`src/rtl/logic_unit_pipe_if.sv`:
```
// Handshaked operand/result bundle for logic_unit_pipe.
// master = operand source / result consumer side, slave = the logic unit.
interface logic_unit_pipe_if #(
  parameter int WIDTH = 8
);
  logic             in_valid;
  logic             in_ready;
  logic [WIDTH-1:0] a;
  logic [WIDTH-1:0] b;
  logic [2:0]       op;
  logic             out_valid;
  logic             out_ready;
  logic [WIDTH-1:0] y;
  logic             zero;
  logic             parity;
  logic             op_err;
  logic [15:0]      txn_count;

  modport master (
    output in_valid, a, b, op, out_ready,
    input  in_ready, out_valid, y, zero, parity, op_err, txn_count
  );

  modport slave (
    input  in_valid, a, b, op, out_ready,
    output in_ready, out_valid, y, zero, parity, op_err, txn_count
  );
endinterface

```
`src/rtl/logic_unit_pipe.sv`:
```
// Pipelined WIDTH-bit bitwise logic unit with valid/ready backpressure.
// The function is evaluated at the input and the result plus flags travel
// through STAGES register stages; the last stage drives the outputs.
module logic_unit_pipe #(
  parameter int WIDTH  = 8,
  parameter int STAGES = 2
) (
  input  logic              clk,
  input  logic              rst,
  logic_unit_pipe_if.slave  bus
);

  localparam int LAST = STAGES - 1;

  // Function result at the input, before stage 0
  logic [WIDTH-1:0] f_y;
  logic             f_err;
  logic             f_zero;
  logic             f_parity;

  // Stage registers
  logic [STAGES-1:0] valid_reg;
  logic [STAGES-1:0] zero_reg;
  logic [STAGES-1:0] parity_reg;
  logic [STAGES-1:0] err_reg;
  logic [WIDTH-1:0]  y_reg [STAGES];

  // Per-stage load enable and the value each stage would capture
  logic [STAGES-1:0] load;
  logic [STAGES-1:0] src_valid;
  logic [STAGES-1:0] src_zero;
  logic [STAGES-1:0] src_parity;
  logic [STAGES-1:0] src_err;
  logic [WIDTH-1:0]  src_y [STAGES];

  logic        accept;
  logic [15:0] txn_count_reg;

  // Decode the selected logic function; op 7 yields zero and raises op_err
  always_comb begin
    f_y   = '0;
    f_err = 1'b0;
    case (bus.op)
      3'd0:    f_y = bus.a & bus.b;
      3'd1:    f_y = bus.a | bus.b;
      3'd2:    f_y = ~bus.b;
      3'd3:    f_y = ~(bus.a & bus.b);
      3'd4:    f_y = ~(bus.a | bus.b);
      3'd5:    f_y = bus.a ^ bus.b;
      3'd6:    f_y = ~(bus.a ^ bus.b);
      default: f_err = 1'b1;
    endcase
  end

  assign f_zero   = ~|f_y;
  assign f_parity = ^f_y;

  // A stage can load when it, or any stage downstream of it, has a free
  // slot, or the consumer is taking the last result. Writing the chained
  // "empty or advancing" rule in this closed form keeps the ready path free
  // of self-referencing vector bits while staying bubble-free.
  genvar gi;
  generate
    for (gi = 0; gi < STAGES; gi++) begin : g_stage
      assign load[gi] = bus.out_ready | ~(&valid_reg[LAST:gi]);

      if (gi == 0) begin : g_first
        assign src_valid[gi]  = bus.in_valid;
        assign src_y[gi]      = f_y;
        assign src_zero[gi]   = f_zero;
        assign src_parity[gi] = f_parity;
        assign src_err[gi]    = f_err;
      end else begin : g_next
        assign src_valid[gi]  = valid_reg[gi-1];
        assign src_y[gi]      = y_reg[gi-1];
        assign src_zero[gi]   = zero_reg[gi-1];
        assign src_parity[gi] = parity_reg[gi-1];
        assign src_err[gi]    = err_reg[gi-1];
      end
    end
  endgenerate

  assign bus.in_ready = ~rst & load[0];
  assign accept       = bus.in_valid & load[0];

  // Advance the stage chain; payload only moves with a valid transaction so
  // an emptied stage keeps stale data behind a cleared valid bit
  always_ff @(posedge clk or posedge rst) begin
    if (rst) begin
      valid_reg  <= '0;
      zero_reg   <= '0;
      parity_reg <= '0;
      err_reg    <= '0;
      for (int k = 0; k < STAGES; k++) begin
        y_reg[k] <= '0;
      end
    end else begin
      for (int k = 0; k < STAGES; k++) begin
        if (load[k]) begin
          valid_reg[k] <= src_valid[k];
          if (src_valid[k]) begin
            y_reg[k]      <= src_y[k];
            zero_reg[k]   <= src_zero[k];
            parity_reg[k] <= src_parity[k];
            err_reg[k]    <= src_err[k];
          end
        end
      end
    end
  end

  // Count accepted transactions, saturating at all ones
  always_ff @(posedge clk or posedge rst) begin
    if (rst) begin
      txn_count_reg <= '0;
    end else if (accept && (txn_count_reg != 16'hFFFF)) begin
      txn_count_reg <= txn_count_reg + 16'd1;
    end
  end

  assign bus.out_valid = valid_reg[LAST];
  assign bus.y         = y_reg[LAST];
  assign bus.zero      = zero_reg[LAST];
  assign bus.parity    = parity_reg[LAST];
  assign bus.op_err    = err_reg[LAST];
  assign bus.txn_count = txn_count_reg;

endmodule

```
`src/flat_wrapper.sv`:
```
// flat-port wrapper written by rule: the top's interface ports become plain ports
module logic_unit_pipe_flat 
#(
  parameter int WIDTH  = 8,
  parameter int STAGES = 2
)
  (clk, rst, bus_in_valid, bus_a, bus_b, bus_op, bus_out_ready, bus_in_ready, bus_out_valid, bus_y, bus_zero, bus_parity, bus_op_err, bus_txn_count);
  logic_unit_pipe_if #(.WIDTH(WIDTH)) bus_i ();
  input  logic clk;
  input  logic rst;
  input wire logic [$bits(bus_i.in_valid)-1:0] bus_in_valid;
  input wire logic [$bits(bus_i.a)-1:0] bus_a;
  input wire logic [$bits(bus_i.b)-1:0] bus_b;
  input wire logic [$bits(bus_i.op)-1:0] bus_op;
  input wire logic [$bits(bus_i.out_ready)-1:0] bus_out_ready;
  output wire logic [$bits(bus_i.in_ready)-1:0] bus_in_ready;
  output wire logic [$bits(bus_i.out_valid)-1:0] bus_out_valid;
  output wire logic [$bits(bus_i.y)-1:0] bus_y;
  output wire logic [$bits(bus_i.zero)-1:0] bus_zero;
  output wire logic [$bits(bus_i.parity)-1:0] bus_parity;
  output wire logic [$bits(bus_i.op_err)-1:0] bus_op_err;
  output wire logic [$bits(bus_i.txn_count)-1:0] bus_txn_count;
  assign bus_i.in_valid = bus_in_valid;
  assign bus_i.a = bus_a;
  assign bus_i.b = bus_b;
  assign bus_i.op = bus_op;
  assign bus_i.out_ready = bus_out_ready;
  assign bus_in_ready = bus_i.in_ready;
  assign bus_out_valid = bus_i.out_valid;
  assign bus_y = bus_i.y;
  assign bus_zero = bus_i.zero;
  assign bus_parity = bus_i.parity;
  assign bus_op_err = bus_i.op_err;
  assign bus_txn_count = bus_i.txn_count;
  logic_unit_pipe #(.WIDTH(WIDTH), .STAGES(STAGES)) u_core (.clk(clk), .rst(rst), .bus(bus_i));
endmodule
```
`config.mk`:
```
export PLATFORM = sky130hd
export DESIGN_NAME = logic_unit_pipe_flat
export DESIGN_NICKNAME = d
export VERILOG_FILES = /design/src/rtl/logic_unit_pipe_if.sv /design/src/rtl/logic_unit_pipe.sv /design/src/flat_wrapper.sv
export SDC_FILE = /design/constraint.sdc
export NUM_CORES = 1
export LEC_CHECK = 0
export CELL_PAD_IN_SITES_DETAIL_PLACEMENT = 0
export CELL_PAD_IN_SITES_GLOBAL_PLACEMENT = 1
export CORE_MARGIN = 3
export CORE_UTILIZATION = 42
export CTS_CLUSTER_DIAMETER = 30
export DETAILED_ROUTE_END_ITERATION = 10
export PLACE_DENSITY_LB_ADDON = 0.1
export SLEW_MARGIN = 20
export SYNTH_ARGS = -nofsm -noshare
export SYNTH_HDL_FRONTEND = slang
export SYNTH_SLANG_ARGS = --single-unit
```
`constraint.sdc`:
```
create_clock -name clk -period 4.25 [get_ports clk]
set_input_delay 0.425 -clock clk [delete_from_list [all_inputs] [get_ports clk]]
set_output_delay 0.425 -clock clk [all_outputs]
set_load 0.03 [all_outputs]
```
==> impl_metrics.json <==
{
  "ys.warnings.count": 0,
  "hpwlAfterDp_um": 4090,
  "min_to": "u_core.zero_reg[0]",
  "cts.sinks": 40,
  "grtUsageMet2_pct": 23.1,
  "cp-startpoint": "bus_op[2]",
  "ys_ff_latch": 40,
  "setup_violations": 0,
  "post_drt_wl_per_cell_um": 13.8,
  "nets": 351,
  "synth.most_common_cell": "dfrtp_1",
  "final_hold_viol_count": 0,
  "drtIter0Drc": 117,
  "clkTransAtPathRegs_ns": 0.07,
  "ios": 52,
  "synth_compound_area_share_pct": 12.3,
  "r2r-start": "u_core.valid_reg[1]",
  "cp.required_ns": 4.39,
  "p_per_area_mw_per_mm2": 441,
  "synth.largest_area_cell": "dfrtp_1",
  "synth.top_cells.by_area": "dfrtp_1, ha_1, mux2_2, xor2_1, nand2b_1",
  "synth-xor-area-share_pct": 5.87,
  "via_count": 2057,
  "largest_register_ffs": 16,
  "synthMuxAreaShare_pct": 7.06,
  "finClkSkew_ns": 0.00776,
  "busiest_layer": "met2",
  "synth-main-ff-cell": "dfrtp_1",
  "syn_area_mm2": 0.00253,
  "gr-usage-met1_pct": 22.6,
  "synth_area_per_cell_um2": 9.83,
  "antenna_found_initial": 0,
  "fillCellCount": 505,
  "ant_nets": 0,
  "async_flop_share_pct": 100,
  "numCtsBuffers": 5,
  "synth_top_family_by_area": "simple AND/OR/NAND/NOR gates",
  "worstPathArrival_ns": 2.97,
  "crit_type": "input port to flop",
  "synth_edf_count": 0,
  "clock_path_buffers": 2,
  "hold_depth": 2,
  "grt_usage_pct": 15.3,
  "portBuffers": 51,
  "synth_cells": 258,
  "drc": 0,
  "rsz0062_at_grt": "false",
  "die_area_mm2": 0.00700,
  "htree_levels": 2,
  "dr.pass1.iters": 4,
  "netlist.area_leader.share_pct": 39.5,
  "synthSimpleGateAreaFrac_pct": 20.3,
  "met3_usage_pct": 2.37,
  "core_mm2": 0.00568,
  "slew_headroom_pct": 51.8,
  "yosys.area_share.adder_pct": 10.4,
  "yosysSeqAreaShare_pct": 39.5,
  "finalCriticalPeriod_ns": 2.84,
  "cts-root-buf": "clkbuf_8",
  "wirelength_um": 5230,
  "area_growth_pct": 26.2,
  "overflow": 0,
  "maxCapViolCount": 0,
  "synth_commonest_cells": "dfrtp_1, ha_1, nand2_1",
  "place_area_mm2": 0.00310,
  "grt_pass1_vias": 1901,
  "post-cts-setup-buffer-count": 0,
  "grt_first_pass_wirelength_um": 9010,
  "clock_latency_ns": 0.29,
  "grt_start_max_net_pins": 41,
  "max_slew.worst_pin.slew_ns": 0.721,
  "fmax_ghz": 0.353,
  "final_max_slew_viol_count": 0,
  "syn-num-nets": 302,
  "cts_tree": "built",
  "post_cts_resized": 0,
  "rows": 27,
  "gp_congestion": 0.795,
  "die_h_um": 83.7,
  "p_leak_nw": 1.45,
  "rr_endpoint": "u_core.bus.txn_count[1]",
  "holdCritStartpoint": "u_core.zero_reg[0]",
  "drive_above_1_share_pct": 8.14,
  "hold_class": "flop to flop",
  "yosys.cell_types.count": 46,
  "die_x_um": 83.7,
  "fin_crit_sh_pct": 66.7,
  "start_kind": "input port",
  "start_util_pct": 44.7,
  "setup_tns_ns": 0,
  "peakVddDrop_mv": 0.218,
  "final_area_mm2": 0.00320,
  "cp_max_fo": 21,
  "r2r_cells": 4,
  "outcome": "completed",
  "viasPerCell": 5.43,
  "r2r_slack_ns": 2.42,
  "cts-hold-fix-buffers": 0,
  "antenna_cells": 0,
  "crit_path_end_kind": "flop"
}
-- layout by cell type, fill, tap and decap left out, types with 9 or more instances in the layout --
cell,synthesis,final
clkdlybuf4s50_1,0,51
dfrtp_1,40,40
ha_1,21,21
inv_1,18,18
mux2_2,11,11
nand2_1,21,21
nand2b_1,13,13
nor3_1,9,9
o21ai_0,13,13
xor2_1,14,14
-- per-layer routing --
| layer | wire [um] | part of all wire [%] |
|---|---|---|
| met4 | 65 | 1.2 |
| met3 | 303 | 5.8 |
| met2 | 2310 | 44 |
| met5 | 0 | 0 |
| met1 | 2550 | 49 |
-- layout make-up --
| class | count | area, um^2 | area share (%) |
|---|---|---|---|
| multi-input cells | 189 | 1420 | 44.3 |
| flip-flops and latches | 40 | 1000 | 31.3 |
| repair buffers | 53 | 526 | 16.4 |
| clock buffers | 7 | 96.3 | 3.01 |
| well taps | 72 | 90.1 | 2.82 |
| inverters | 18 | 67.6 | 2.11 |
-- logic make-up (layout without fill, tap and decap cells) --
logic type	count (synthesis)	in the layout
adder cells (fa/ha/maj)	21	21
flip-flops	40	40
AND/OR/NAND/NOR	89	89
multiplexers	16	16
XOR/XNOR	17	17
AO/OA/AOI/OAI	46	46
buffers and inverters	29	78
-- critical path: stages --
cell             delay, ns
clkdlybuf4s50_1       0.79
buf_4                 0.33
nor2b_1               0.28
nand2_1               0.09
a21oi_1               0.25
nor3_1                0.11
ha_1                  0.29
xnor2_1               0.19
xnor2_1               0.13
o21ai_0               0.09
-- where the power goes --
| part | internal [W] | leakage, nW | switching, W |
|---|---|---|---|
| Sequential | 0.000471 | 0.496 | 0.0000968 |
| Combinational | 0.000262 | 0.902 | 0.000311 |
| Clock | 0.000144 | 0.0503 | 0.000123 |
-- how the worst max path moves through the flow --
stage                           end  slack (ns)  cells past startpoint
5_1_grt        u_core.parity_reg[0]        1.20                     10
4_1_cts        u_core.parity_reg[0]        1.43                     10
6_report       u_core.parity_reg[0]        1.41                     10
2_1_floorplan  u_core.parity_reg[0]        2.06                      9
3_5_place_dp   u_core.parity_reg[0]        1.14                     10
3_3_place_gp   u_core.parity_reg[0]        1.18                      9
-- per-stage QoR --
| stage | total power (W) | utilization (%) | instances | hold slack, ns | worst slack, ns |
|---|---|---|---|---|---|
| floorplan | 0.000917 | - | 258 | 0.446 | 2.06 |
| CTS | 0.00143 | 56.3 | 379 | 0.486 | 1.43 |
| global route | 0.00149 | 56.3 | 379 | 0.512 | 1.20 |
| global placement | 0.00114 | 54.7 | 372 | 0.467 | 1.18 |
| detailed placement | 0.00115 | 54.7 | 372 | 0.471 | 1.14 |
| finish | 0.00141 | 56.3 | 379 | 0.480 | 1.41 |
(Power assumes the default switching activity.)
